**config.mk**
```make
export PLATFORM = sky130hd
export DESIGN_NAME = svc_rv_run_ctrl
export DESIGN_NICKNAME = d
export VERILOG_FILES = /design/src/rtl/svc_rv_run_ctrl_pkg.sv /design/src/rtl/svc_rv_run_ctrl.sv
export SDC_FILE = /design/constraint.sdc
export NUM_CORES = 1
export LEC_CHECK = 0
export BUFFER_PORTS_ARGS = -buffer_cell sky130_fd_sc_hd__buf_4
export CORE_MARGIN = 4
export CORE_UTILIZATION = 37
export CTS_CLUSTER_SIZE = 10
export DETAILED_ROUTE_END_ITERATION = 16
export PLACE_DENSITY = 0.58
export RECOVER_POWER = 50
export SLEW_MARGIN = 30
export SYNTH_ARGS = -nofsm -noshare
export SYNTH_HDL_FRONTEND = slang
export SYNTH_SLANG_ARGS = --single-unit
export TNS_END_PERCENT = 50
```
**constraint.sdc**
```tcl
create_clock -name clk -period 2.6 [get_ports clk]
set_clock_uncertainty 0.1 [all_clocks]
set_input_delay 0.52 -clock clk [delete_from_list [all_inputs] [get_ports clk]]
set_output_delay 0.52 -clock clk [all_outputs]
set_load 0.1 [all_outputs]
```
**src/rtl/svc_rv_run_ctrl_pkg.sv**
```systemverilog
// Shared types for the RISC-V run controller: the run-state encoding.
package svc_rv_run_ctrl_pkg;

    typedef enum logic [2:0] {
        ST_IDLE  = 3'd0,
        ST_HOLD  = 3'd1,
        ST_RUN   = 3'd2,
        ST_DONE  = 3'd3,
        ST_FAULT = 3'd4
    } run_state_e;

endpackage

```
**src/rtl/svc_rv_run_ctrl.sv**
```systemverilog
// Run controller: holds the CPU in reset, releases it for one run, and stops on ebreak or start.
// Optional watchdog compiled in with `define SVC_RV_RUN_CTRL_WDT_EN.
module svc_rv_run_ctrl
    import svc_rv_run_ctrl_pkg::*;
#(
    parameter int RST_CYCLES     = 16,
    parameter int TIMEOUT_CYCLES = 1_000_000,
    parameter int CNT_W          = 32,
    parameter int AUTO_START     = 1
) (
    input  logic             clk,
    input  logic             rst_n,
    input  logic             start,
    input  logic             ebreak,
    output logic             cpu_rst_n,
    output logic             running,
    output logic             done,
    output logic             timed_out,
    output logic [CNT_W-1:0] cycles
);

    localparam int                HOLD_W      = (RST_CYCLES > 1) ? $clog2(RST_CYCLES) : 1;
    localparam logic [HOLD_W-1:0] HOLD_LAST   = HOLD_W'(RST_CYCLES - 1);
    localparam run_state_e        RESET_STATE = (AUTO_START != 0) ? ST_HOLD : ST_IDLE;

    run_state_e        state;
    run_state_e        state_nx;
    logic [HOLD_W-1:0] hold_cnt;
    logic              wdt_fire;

`ifdef SVC_RV_RUN_CTRL_WDT_EN
    localparam logic [CNT_W-1:0] WDT_LAST = CNT_W'(TIMEOUT_CYCLES - 1);
    assign wdt_fire = (cycles == WDT_LAST);
`else
    assign wdt_fire = 1'b0;
`endif

    // State register
    always_ff @(posedge clk or negedge rst_n) begin
        if (!rst_n) begin
            state <= RESET_STATE;
        end else begin
            state <= state_nx;
        end
    end

    // Next-state decode; start has priority over ebreak, ebreak over the watchdog.
    always_comb begin
        // NOTE: default assignment first so no path leaves state_nx unassigned (no latch).
        state_nx = state;
        unique case (state)
            ST_IDLE, ST_DONE, ST_FAULT: begin
                if (start) state_nx = ST_HOLD;
            end
            ST_HOLD: begin
                if (!start && hold_cnt == HOLD_LAST) state_nx = ST_RUN;
            end
            ST_RUN: begin
                if (start)         state_nx = ST_HOLD;
                else if (ebreak)   state_nx = ST_DONE;
                else if (wdt_fire) state_nx = ST_FAULT;
            end
            default: state_nx = ST_IDLE;
        endcase
    end

    // Status outputs are pure state decodes; the sticky flags live in the state itself.
    always_comb begin
        running = (state == ST_RUN);
        done    = (state == ST_DONE);
`ifdef SVC_RV_RUN_CTRL_WDT_EN
        timed_out = (state == ST_FAULT);
`else
        timed_out = 1'b0;
`endif
    end

    // Hold counter, run-cycle counter and the CPU reset flop.
    always_ff @(posedge clk or negedge rst_n) begin
        if (!rst_n) begin
            // NOTE: non-blocking assignments for all flops so every register samples pre-edge values.
            hold_cnt  <= '0;
            cycles    <= '0;
            cpu_rst_n <= 1'b0;
        end else begin
            if (state == ST_HOLD && !start) begin
                hold_cnt <= hold_cnt + 1'b1;
            end else begin
                hold_cnt <= '0;
            end

            if (start) begin
                cycles <= '0;
            end else if (state == ST_RUN && cycles != '1) begin
                cycles <= cycles + 1'b1;
            end

            // NOTE: cpu_rst_n comes straight from a flop so decode glitches never reach the CPU.
            cpu_rst_n <= (state_nx == ST_RUN);
        end
    end

endmodule

```
Yosys cells after proc, flatten, opt, wreduce, memory -nomap -nowiden
Index checks and enable logic that the tools add are counted.

cells by class
  equality and inequality tests = 7
  add/subtract/negate cells = 2
  muxes and demuxes = 8
  reduce and logical (&&, ||, !) cells = 7

operators with widths
  cell                                                                   count
  32-bit 2-to-1 mux                                                      2
  32-bit by 1-bit adder with 32-bit output, second input constant        1
  32-bit != test, second input constant                                  1
  3-bit 2-to-1 mux                                                       4
  3-bit by 2-bit equality test with 1-bit output, second input constant  3
  3-bit one-hot mux with 3 select lines                                  1
  4-bit by 1-bit adder with 4-bit output, second input constant          1
  4-bit equality test, second input constant                             1
  4-bit 2-to-1 mux                                                       1
  3-bit by 1-bit equality test with 1-bit output, second input constant  1
  3-bit equality test, second input constant                             1
  1-bit logical AND                                                      3
  3-bit zero test                                                        1
  3-bit OR reduction                                                     1
  2-bit nonzero test                                                     1
  1-bit zero test                                                        1

storage, ports and cells
  output and inout port bits = 36
  register bits after elaboration = 40

Depth between registers and ports, before layout
Gate-level depths: netlist of run 1.

  depth in word-level cells = 5
  mapped depth = 7

Worst setup path after synthesis of run 1
Ideal clock, no wire load.

  path type = flip-flop to output port
  start = register state[0]
  end = output done
  arrival time = 2.772 ns
  buffers on the path = 0
  cell stages (with the launch flop) = 2
  data required time = 1.980 ns
  path slack = -0.792 ns
  cells stage by stage = dfstp_2 -> nor3b_1

on the way
  cells in the longest elaborated chain, start to end = 1

RTL lines
  what                                            line                   text
  start: declaration                              svc_rv_run_ctrl.sv:26  run_state_e state;
  start signal: assignment                        svc_rv_run_ctrl.sv:43  state <= state_nx;
  3-bit by 2-bit equality test with 1-bit output  svc_rv_run_ctrl.sv:70  done = (state == ST_DONE);
  end: declaration                                svc_rv_run_ctrl.sv:17  output logic done,

Every way passes these cells.

Final worst setup path of run 1
  start = register state[2]
  end = register cycles[16]

on the way
  cells in the longest elaborated chain, start to end = 3

RTL lines
  what                                            line                   text
  3-bit by 2-bit equality test with 1-bit output  svc_rv_run_ctrl.sv:94  end else if (state == ST_RUN && cycles != '1) begin
  1-bit logical AND                               svc_rv_run_ctrl.sv:94
  2-bit nonzero test (no source line)             n/a
  end signal: assignment                          svc_rv_run_ctrl.sv:95  cycles <= cycles + 1'b1;
  end: declaration                                svc_rv_run_ctrl.sv:19  output logic [CNT_W-1:0] cycles

Every way passes these cells.
A chain may end at the register's enable or synchronous reset.

==> summary.md, run 1 <==
| Metric | Value |
|---|---|
| Cell area after placement | `2590 um2` |
| Hold Vio Cnt, Final | `0` |
| Fin. max-slew vios | `0` |
| Worst-path fanout max | `12` |
| Synth Warn # | `0` |
| Worst Reg-to-Reg Cells | `5` |
| Layout cell share with drive strength beyond 1 | `0.309` |
| Final setup viols | `0` |
| RSZ-0062 raised after global routing | `false` |
| P_leak | `0.976 nW` |
| Wirelength per Cell | `15.0 um` |
| Predominant post-synthesis flop cell | `dfrtp_1` |
| Fmax | `416 MHz` |
| DP Worst Slack | `0.210 ns` |
| Worst skew pair latency | `0.29 ns` |
| Slew Limit Headroom | `0.223` |
| Status | `finished clean` |
| Core box area | `5610 um2` |
| TritonCTS Buffers | `5` |
| R2r startpoint | `state[2]` |
| Most frequent cells after synthesis | `dfrtp_1, nor2_1, a21oi_1, xnor2_1` |
| Async set-reset flop share out of synthesis | `1.00` |
| Clk sink count | `40` |
| Initial DRT Pass Iterations | `4` |
| CP Launch Type | `register` |
| Final ANT Viol Nets | `0` |
| Worst Setup Slack, final | `0.198 ns` |
| Drc violations | `0` |
| Mapped Cells | `229` |
| Setup Crit Path Kind | `reg -> reg` |
| Largest net degree at the start of global routing | `41` |
| Io pins | `40` |
| Initial antenna violation count | `0` |
| Clock Pin Slew Worst Setup and Hold Paths | `0.08 ns` |
| Vias in the first global route | `1771` |
| # Post-CTS Setup Buffers | `0` |
| WL final | `5.11 mm` |
| Part of the cycle the worst path needs | `0.924` |
| Hold Crit Class | `in -> async` |
| CP arrival | `2.47 ns` |
| VDD IR-drop max | `186 uV` |
| Area leader, netlist | `dfrtp_1` |
| Placer congestion estimate | `0.788` |
| Met3 GRT Util | `0.0359` |
| Post-DP HPWL | `3.58 mm` |
| Clk root buf | `clkbuf_8` |
| Slew @ Worst Pin | `1.17 ns` |
| Clock Tree Buf Depth | `2` |
| Post-Syn Area | `2190 um2` |
| Count leader, synth | `dfrtp_1` |
| Die Area | `7210 um2` |
| Seq/Total Area, Yosys | `0.458` |
| Met1 Usage GRT | `0.207` |
| Cts-stage hold buffer count | `0` |
| Fin util | `0.475` |
| Max-cap viol count | `0` |
| # diodes | `0` |
| Synth cell types | `42` |
| Port-buffer cells | `38` |
| Busiest grt layer | `met2` |
| Final instance area | `2670 um2` |
| Number of enable flip-flop cells after synthesis | `0` |
| Top-area cell type share of the netlist area | `0.446` |
| GRT Total Usage | `0.149` |
| R2R Path End | `cycles[16]` |
| Synth Register Bits | `40` |
| Syn Area/Cell | `9.55 um2` |
| M2 GR Usage | `0.228` |
| Total gr overflow | `0` |
| Synthesized net count | `235` |
| Synth area leaders | `dfrtp_1, xnor2_1, a21oi_1` |
| Total number of vias | `1836` |
| Initial drt markers | `109` |
| # rows | `27` |
| Worst EP required | `2.67 ns` |
| Nets | `274` |
| Starting Density | `0.390` |
| Total power | `1.17 mW` |
| Setup slack, reg-to-reg | `0.20 ns` |
| Die Wd | `84.9 um` |
| Drt via density | `5.38` |
| Post-route minimum period | `2.40 ns` |
| Pwr/cell area | `440 nW/um2` |
| Setup crit end | `cycles[16]` |
| Crit path from | `state[2]` |
| First-pass GRT wire length | `8.72 mm` |
| Area growth, synth to finish | `21.9%` |
| Worst setup EP type | `register` |
| TNS Setup | `0 ns` |
| H-tree levels | `2` |
| Die Y | `84.9 um` |
| CTS tree | `built` |
-- worst max-delay path: stages (launching register included) --
cell and delay [ns]:
dfrtp_1 0.43, or3b_1 0.40, or3_1 0.58, a2111oi_0 0.54, xnor2_1 0.17, nor2_1 0.05
-- flip-flops by register name, summed over array words and instances (netlist names) --
signal,cells
state,3
cycles,32
hold_cnt,4
cpu_rst_n,1
-- what timing repair did --
item,in CTS,in global routing
gates resized for setup,0,1
endpoints found under the hold margin,0,0
setup endpoints to repair,0,1
-- stage by stage --
step           hold WS (ns)  std cells
2_1_floorplan         0.124        229
3_3_place_gp          0.357        333
3_5_place_dp          0.364        333
4_1_cts               0.119        341
5_1_grt               0.373        341
6_report              0.283        341
-- cells in the final DEF (no fill, tap or decap), types with 2 or more instances in the layout --
cell      netlist  final
nor4_1          4      4
clkbuf_8        0      5
buf_4           1     33
nor3_1          6      6
nand3_1         9      9
or4_1           6      6
inv_1           8      8
and3_1          4      4
nand2_1        13     13
o21ai_0         9      9
mux2_1          3      3
o31ai_1         6      6
or3_1          13     13
xnor2_1        14     14
a21oi_1        19     19
dfrtp_4         0      3
clkbuf_1        4     10
nand4_1        10     10
ha_1            2      2
nor2b_1         4      4
a211oi_1        4      4
o21ai_1         2      2
nor2_1         22     22
or2_2           4      4
dfrtp_1        39     10
dfrtp_2         0     26
-- worst min-delay path by stage --
| stage | from | end | slack (ns) | cells past startpoint |
|---|---|---|---|---|
| global placement | hold_cnt[0] | hold_cnt[0] | 0.36 | 1 |
| floorplan | rst_n | cpu_rst_n | 0.12 | 0 |
| detailed placement | hold_cnt[0] | hold_cnt[0] | 0.36 | 1 |
| CTS | rst_n | hold_cnt[2] | 0.12 | 1 |
| finish | rst_n | cpu_rst_n | 0.28 | 1 |
| global route | rst_n | cpu_rst_n | 0.37 | 1 |
-- per-layer routing --
layer,up-vias,share of wire
met5,-,0
met4,0,0.010
li1,907,-
met2,31,0.46
met1,894,0.49
met3,4,0.039
-- cell families (layout without fill, tap and decap cells) --
family / count (synthesis) / count (layout) / share of synthesized area
buffers and inverters: 19 / 59 / 0.0395
muxes: 3 / 3 / 0.0154
other: 1 / 1 / 0.00171
DFF: 40 / 40 / 0.458
adders and majority gates: 2 / 2 / 0.0114
xor gates and xnor gates: 15 / 15 / 0.0601
AOI/OAI and AO/OA: 46 / 46 / 0.144
and+or+nand+nor: 103 / 103 / 0.270
-- power by group --
group          switching [mW]  leakage (nW)  internal, mW  total (mW)
combinational          0.0325         0.419       0.00747      0.0400
sequential            0.00320         0.502         0.625       0.628
clock                   0.219        0.0552         0.285       0.504
total                   0.255         0.976         0.918        1.17
-- layout make-up --
cell class | instances | area, um2
inverter | 8 | 30.0
tap | 72 | 90.1
clock buffer | 6 | 72.6
timing repair buffer | 43 | 287
clock inverter | 2 | 35.0
sequential | 40 | 1050
multi-input combinational | 170 | 1100
fill | 589 | 2940
(Power assumes the default switching activity.)
==> inputs of run 2 (changes only) <==
--- a/config.mk
+++ b/config.mk
@@ -11,7 +11,7 @@
 export CTS_CLUSTER_SIZE = 10
 export DETAILED_ROUTE_END_ITERATION = 16
 export PLACE_DENSITY = 0.58
-export RECOVER_POWER = 50
+export RECOVER_POWER = 25
 export SLEW_MARGIN = 30
 export SYNTH_ARGS = -nofsm -noshare
 export SYNTH_HDL_FRONTEND = slang
==> run 2 against run 1 <==
  * Clock power hardly changed
  * Flip-flop and latch count stayed put
  * Setup slack hardly changed
  * Sequential power hardly changed
  * Highest routed layer unchanged
  * Final area is 1.3% higher
  * Register-to-register slack hardly changed
  * Wire length is 0.25% lower
  * Global-route usage stayed put
==> summary.md, run 2 (synthesis gave the netlist of run 1 again) <==
| Metric | Value |
|---|---|
| Core box area | `5610 um2 (unchanged)` |
| Clock Tree Buf Depth | `2 (unchanged)` |
| DP Worst Slack | `0.210 ns (unchanged)` |
| DP Cell Count | `333 (unchanged)` |
| Fmax | `416 MHz (about the same)` |
| Die Y | `84.9 um (unchanged)` |
| WL final | `5.10 mm (-0.25%)` |
| Final ANT Viol Nets | `0 (unchanged)` |
| # Post-CTS Setup Buffers | `0 (unchanged)` |
| CP arrival | `2.47 ns (about the same)` |
| TNS Setup | `0 ns (unchanged)` |
| Largest regs | `cycles (32), hold_cnt (4), state (3)` |
| Clk root buf | `clkbuf_8` |
| H-tree levels | `2 (unchanged)` |
| CP Buf/Inv Count | `0 (unchanged)` |
| Final instance area | `2700 um2 (+1.3%)` |
| Initial antenna violation count | `0 (unchanged)` |
| Worst Setup Slack, final | `0.198 ns (+0.000481 ns)` |
| Total number of vias | `1840 (+0.22%)` |
| P_leak | `1.02 nW (+4.1%)` |
| Finished Layout Cells | `341 (unchanged)` |
| Clock Pin Slew Worst Setup and Hold Paths | `0.08 ns (about the same)` |
| Max-cap viol count | `0 (unchanged)` |
| Die Area | `7210 um2 (unchanged)` |
| Slew Limit Headroom | `0.330 (+0.107)` |
| Biggest register | `cycles` |
| Placer congestion estimate | `0.788 (unchanged)` |
| Wirelength per Cell | `14.9 um (-0.25%)` |
| Max reg flops | `32 (unchanged)` |
| Post-DP HPWL | `3.58 mm (unchanged)` |
| Vias in the first global route | `1771 (unchanged)` |
| Largest net degree at the start of global routing | `41 (unchanged)` |
| GRT Total Usage | `0.149 (unchanged)` |
| Pwr/cell area | `434 nW/um2 (-1.3%)` |
| Die Wd | `84.9 um (unchanged)` |
| Drc violations | `0 (unchanged)` |
| Worst EP required | `2.67 ns (about the same)` |
| Fill count | `580 (-1.5%)` |
| Clk sink count | `40 (unchanged)` |
| Critical path's slowest cell | `or3_1` |
| Drt via density | `5.40 (+0.22%)` |
| TritonCTS Buffers | `5 (unchanged)` |
| Total gr overflow | `0 (unchanged)` |
| Io pins | `40 (unchanged)` |
| # diodes | `0 (unchanged)` |
| Slew @ Worst Pin | `1.00 ns (-0.166 ns)` |
| Commonest non-fill, non-tap cell in the layout | `buf_4` |
| Nets | `274 (unchanged)` |
| Fin util | `0.481 (+0.00602)` |
| Starting Density | `0.390 (unchanged)` |
| Worst setup EP type | `register` |
| Port-buffer cells | `38 (unchanged)` |
| Cell Chain, Critical Path | `or3b_1 -> or3_1 -> a2111oi_0 -> xnor2_1 -> nor2_1` |
| Final setup viols | `0 (unchanged)` |
| Initial drt markers | `105 (-3.7%)` |
| Cell area after placement | `2590 um2 (unchanged)` |
| CP max stage delay | `0.58 ns (about the same)` |
| Hold Crit Class | `in -> async` |
| Initial DRT Pass Iterations | `4 (unchanged)` |
| Layout cell share with drive strength beyond 1 | `0.346 (+0.0372)` |
| VDD IR-drop max | `186 uV (about the same)` |
| CTS tree | `built` |
| First-pass GRT wire length | `8.72 mm (unchanged)` |
| Worst-path fanout max | `12 (unchanged)` |
| Crit path max-delay family | `simple AND/OR/NAND/NOR gates` |
| Hold Vio Cnt, Final | `0 (unchanged)` |
| RSZ-0062 raised after global routing | `false` |
| Fin. max-slew vios | `0 (unchanged)` |
| Worst skew pair latency | `0.29 ns (about the same)` |
| Setup Crit Path Kind | `reg -> reg` |
| Part of the cycle the worst path needs | `0.924 (about the same)` |
| Highest-count cells in the layout ignoring fill and taps | `buf_4, dfrtp_2, nor2_1, a21oi_1, xnor2_1` |
| Status | `finished clean` |
| CP Launch Type | `register` |
| Post-route minimum period | `2.40 ns (-0.000481 ns)` |
| # rows | `27 (unchanged)` |
| Area growth, synth to finish | `23.4%` |
-- run 2: path summary, 6_finish.rpt --
path | from | end | slack (ns) | cells past startpoint
setup / recovery | state[2] | cycles[16] | 0.20 | 5
hold / removal | rst_n | cpu_rst_n | 0.28 | 1
setup reg to reg | state[2] | cycles[16] | 0.20 | 5
hold reg to reg | hold_cnt[0] | hold_cnt[0] | 0.37 | 1
max in group asynchronous | rst_n | cycles[13] | 1.38 | 1
min in group clk | hold_cnt[0] | hold_cnt[0] | 0.37 | 1
-- run 2: per-layer routing --
metal / vias up / GRT usage / share of wire
met5: - / 0 / 0
met4: 0 / 0.0532 / 0.012
met3: 6 / 0.0359 / 0.036
met2: 29 / 0.228 / 0.46
met1: 898 / 0.207 / 0.49
li1: 907 / - / -
-- run 2: where the power goes --
part | total, mW | leakage (nW) | switching (mW) | internal, mW
registers | 0.629 | 0.503 | 0.00320 | 0.625
logic | 0.0400 | 0.457 | 0.0325 | 0.00747
clock network | 0.504 | 0.0552 | 0.219 | 0.285
-- run 2: timing repair --
item                                    in CTS  in global routing
hold buffers                                 0                  0
endpoints found under the setup margin       0                  1
resized for setup                            0                  1
-- run 2: metrics by stage --
step                      total power, mW  hold slack (ns)
after global routing                 1.22            0.373
after CTS                            1.19            0.119
final                                1.17            0.280
after global placement              0.683            0.357
after detailed placement            0.683            0.364
after floorplan                     0.664            0.124
-- run 2: cell type report --
| cell class | instances | area [um2] | area share |
|---|---|---|---|
| multi-input combinational | 170 | 1100 | 0.409 |
| sequential | 40 | 1050 | 0.388 |
| timing repair buffer | 43 | 320 | 0.119 |
| tap | 72 | 90.1 | 0.0334 |
| clock buffer | 6 | 72.6 | 0.0269 |
| clock inverter | 2 | 35.0 | 0.0130 |
| inverter | 8 | 30.0 | 0.0111 |
==> inputs of run 3 (changes only) <==
--- a/config.mk
+++ b/config.mk
@@ -5,12 +5,13 @@
 export SDC_FILE = /design/constraint.sdc
 export NUM_CORES = 1
 export LEC_CHECK = 0
+export ABC_AREA = 1
 export BUFFER_PORTS_ARGS = -buffer_cell sky130_fd_sc_hd__buf_4
 export CORE_MARGIN = 4
 export CORE_UTILIZATION = 37
 export CTS_CLUSTER_SIZE = 10
 export DETAILED_ROUTE_END_ITERATION = 16
-export PLACE_DENSITY = 0.58
+export PLACE_DENSITY = 0.57
 export RECOVER_POWER = 25
 export SLEW_MARGIN = 30
 export SYNTH_ARGS = -nofsm -noshare
==> run 3 against run 2 <==
  * Count of clock-buffer cells in the layout grew 1
  * Non-clock buffer count shrank 4
  * Wire length grew 35%
  * Highest routed layer unchanged
  * Sequential power grew 2%
  * Sequential share of layout area shrank 5.9 points
  * Clock power shrank 17%
==> summary.md, run 3 <==
| Metric | Value |
|---|---|
| Status | `finished clean` |
| GRT Total Usage | `0.172 (+0.0229)` |
| Biggest register | `cycles` |
| Setup slack, reg-to-reg | `0.53 ns (+0.33 ns)` |
| Worst EP required | `2.73 ns (+0.06 ns)` |
| Post-DP HPWL | `4.99 mm (+40%)` |
| Placer congestion estimate | `0.845 (+7.1%)` |
| Total gr overflow | `0 (unchanged)` |
| Port-buffer cells | `38 (unchanged)` |
| Synthesized net count | `401 (+71%)` |
| Async set-reset flop share out of synthesis | `1.00 (unchanged)` |
| Syn Area/Cell | `6.61 um2 (-31%)` |
| Critical path's slowest cell | `dfrtp_1` |
| P_leak | `1.49 nW (+47%)` |
| Crit path max-delay family | `simple AND/OR/NAND/NOR gates` |
| Number of enable flip-flop cells after synthesis | `0 (unchanged)` |
| CP Buf/Inv Count | `1 (+1)` |
| TritonCTS Buffers | `5 (unchanged)` |
| Clk sink count | `40 (unchanged)` |
| Worst Reg-to-Reg Cells | `11 (+6)` |
| Initial drt markers | `140 (+33%)` |
| Slew Limit Headroom | `0.286 (-0.0443)` |
| Die Area | `8470 um2 (+18%)` |
| Part of the cycle the worst path needs | `0.796 (-0.128)` |
| Slew @ Worst Pin | `1.07 ns (+0.0664 ns)` |
| Synth Warn # | `0 (unchanged)` |
| Fmax | `483 MHz (+16%)` |
| Largest net degree at the start of global routing | `41 (unchanged)` |
| Worst setup EP type | `register` |
| Layout cell share with drive strength beyond 1 | `0.166 (-0.179)` |
| Area leader, netlist | `dfrtp_1` |
| Initial DRT Pass Iterations | `4 (unchanged)` |
| R2R Path End | `cycles[29]` |
| Vias in the first global route | `2350 (+33%)` |
| RSZ-0062 raised after global routing | `false` |
| Pwr/cell area | `373 nW/um2 (-14%)` |
| CP arrival | `2.20 ns (-0.27 ns)` |
| VDD IR-drop max | `184 uV (-0.83%)` |
| WL final | `6.89 mm (+35%)` |
| Total number of vias | `2497 (+36%)` |
| Predominant post-synthesis flop cell | `dfrtp_1` |
| Clk root buf | `clkbuf_8` |
| Clock Pin Slew Worst Setup and Hold Paths | `0.08 ns (about the same)` |
| Cell Chain, Critical Path | `ha_1 -> nand2_2 -> nor2_4 -> nand2_4 -> nor2_8 -> nand2_2 -> nand2_4 -> nand2_4 -> clkinv_4 -> nand2_1 -> nand2_1` |
| Fin. max-slew vios | `0 (unchanged)` |
| Commonest non-fill, non-tap cell in the layout | `nand2_1` |
| Post-route minimum period | `2.07 ns (-0.332 ns)` |
| First-pass GRT wire length | `11.6 mm (+33%)` |
| Setup Crit Path Kind | `reg -> reg` |
| Worst-path fanout max | `27 (+15)` |
| Synth cell types | `31 (-26%)` |
| Synth Register Bits | `40 (unchanged)` |
| CP max stage delay | `0.42 ns (-0.16 ns)` |
| Core box area | `6830 um2 (+22%)` |
| Largest regs | `cycles (32), hold_cnt (4), state (3)` |
| Final setup viols | `0 (unchanged)` |
| Most frequent CP cell | `nand2_4` |
| DP Worst Slack | `0.353 ns (+0.143 ns)` |
| Count leader, synth | `nand2_1` |
| Die Y | `92.0 um (+8.4%)` |
| Area growth, synth to finish | `16.6%` |
| Io pins | `40 (unchanged)` |
| CTS tree | `built` |
| Starting Density | `0.382 (-0.00759)` |
| Initial antenna violation count | `0 (unchanged)` |
| Wirelength per Cell | `13.0 um (-13%)` |
| Synth area leaders | `dfrtp_1, nand2_1, nor2_1` |
| Highest-count cells in the layout ignoring fill and taps | `nand2_1, nor2_1, dfrtp_1, buf_4, inv_1` |
| # Post-CTS Setup Buffers | `0 (unchanged)` |
| TNS Setup | `0 ns (unchanged)` |
| Worst Setup Slack, final | `0.531 ns (+0.332 ns)` |
| Max reg flops | `32 (unchanged)` |
| Drc violations | `0 (unchanged)` |
| Post-CTS sizing | `0 (unchanged)` |
| Crit path from | `cycles[1]` |
| Max-cap viol count | `0 (unchanged)` |
| Finished Layout Cells | `529 (+55%)` |
| Clock Tree Buf Depth | `2 (unchanged)` |
| Top-area cell type share of the netlist area | `0.374 (-0.0727)` |
| Worst skew pair latency | `0.30 ns (about the same)` |
| Hold Crit Class | `in -> async` |
| DP Cell Count | `521 (+56%)` |
| Nets | `438 (+60%)` |
| Most frequent cells after synthesis | `nand2_1, nor2_1, dfrtp_1, inv_1, nand3_1` |
| CP Launch Type | `register` |
| Seq/Total Area, Yosys | `0.384 (-0.0746)` |
| Cts-stage hold buffer count | `0 (unchanged)` |
| Drt via density | `4.72 (-13%)` |
| Hold Vio Cnt, Final | `0 (unchanged)` |
| # diodes | `0 (unchanged)` |
| # rows | `30 (+11%)` |
| Die Wd | `92.0 um (+8.4%)` |
| Mapped Cells | `395 (+72%)` |
| Final ANT Viol Nets | `0 (unchanged)` |
| R2r startpoint | `cycles[1]` |
| Post-Syn Area | `2610 um2 (+19%)` |
| H-tree levels | `2 (unchanged)` |
## run 3: logic make-up (layout without fill, tap and decap cells)
| group | after synthesis | count (layout) | synth area share |
|---|---|---|---|
| and+or+nand+nor | 279 | 279 | 0.464 |
| adders and majority gates | 2 | 2 | 0.00958 |
| DFF | 40 | 40 | 0.384 |
| other | 1 | 1 | 0.00144 |
| buffers and inverters | 44 | 82 | 0.0757 |
| AOI/OAI and AO/OA | 23 | 23 | 0.0460 |
| xor gates and xnor gates | 6 | 6 | 0.0201 |
## run 3: cell type report
type,instances,area [um2]
sequential,40,1000
inverter,35,136
multi-input combinational,311,1420
clock buffer,7,76.3
timing repair buffer,39,290
clock inverter,1,5.00
fill,728,3780
tap,96,120
## run 3: worst max path at each step
stage | to | cells after the start | slack, ns
after floorplan | done | 4 | 0.03
after global placement | cycles[24] | 8 | 0.41
after detailed placement | cycles[22] | 8 | 0.35
after CTS | cycles[29] | 8 | 0.33
after global routing | cycles[6] | 11 | 0.33
final | cycles[29] | 11 | 0.53
## run 3: metal layers
layer	up-vias	track usage	wire [um]
li1	1305	-	-
met1	1135	0.232	3270
met2	51	0.283	3180
met3	6	0.0312	351
met4	0	0.0495	82
met5	-	0	0
## run 3: through the flow
stage          total power [mW]  utilization  instance area [um2]  hold WS (ns)
5_1_grt                    1.19        0.446                 3050         0.381
2_1_floorplan             0.708            -                 2610         0.124
4_1_cts                    1.15        0.446                 3050         0.121
3_3_place_gp              0.733        0.434                 2960         0.353
3_5_place_dp              0.734        0.434                 2960         0.357
6_report                   1.14        0.446                 3050         0.312
## run 3: power breakdown
group,switching (mW),internal (mW),total (mW)
combinational,0.0628,0.0168,0.0796
clock,0.229,0.189,0.418
sequential,0.00551,0.633,0.639
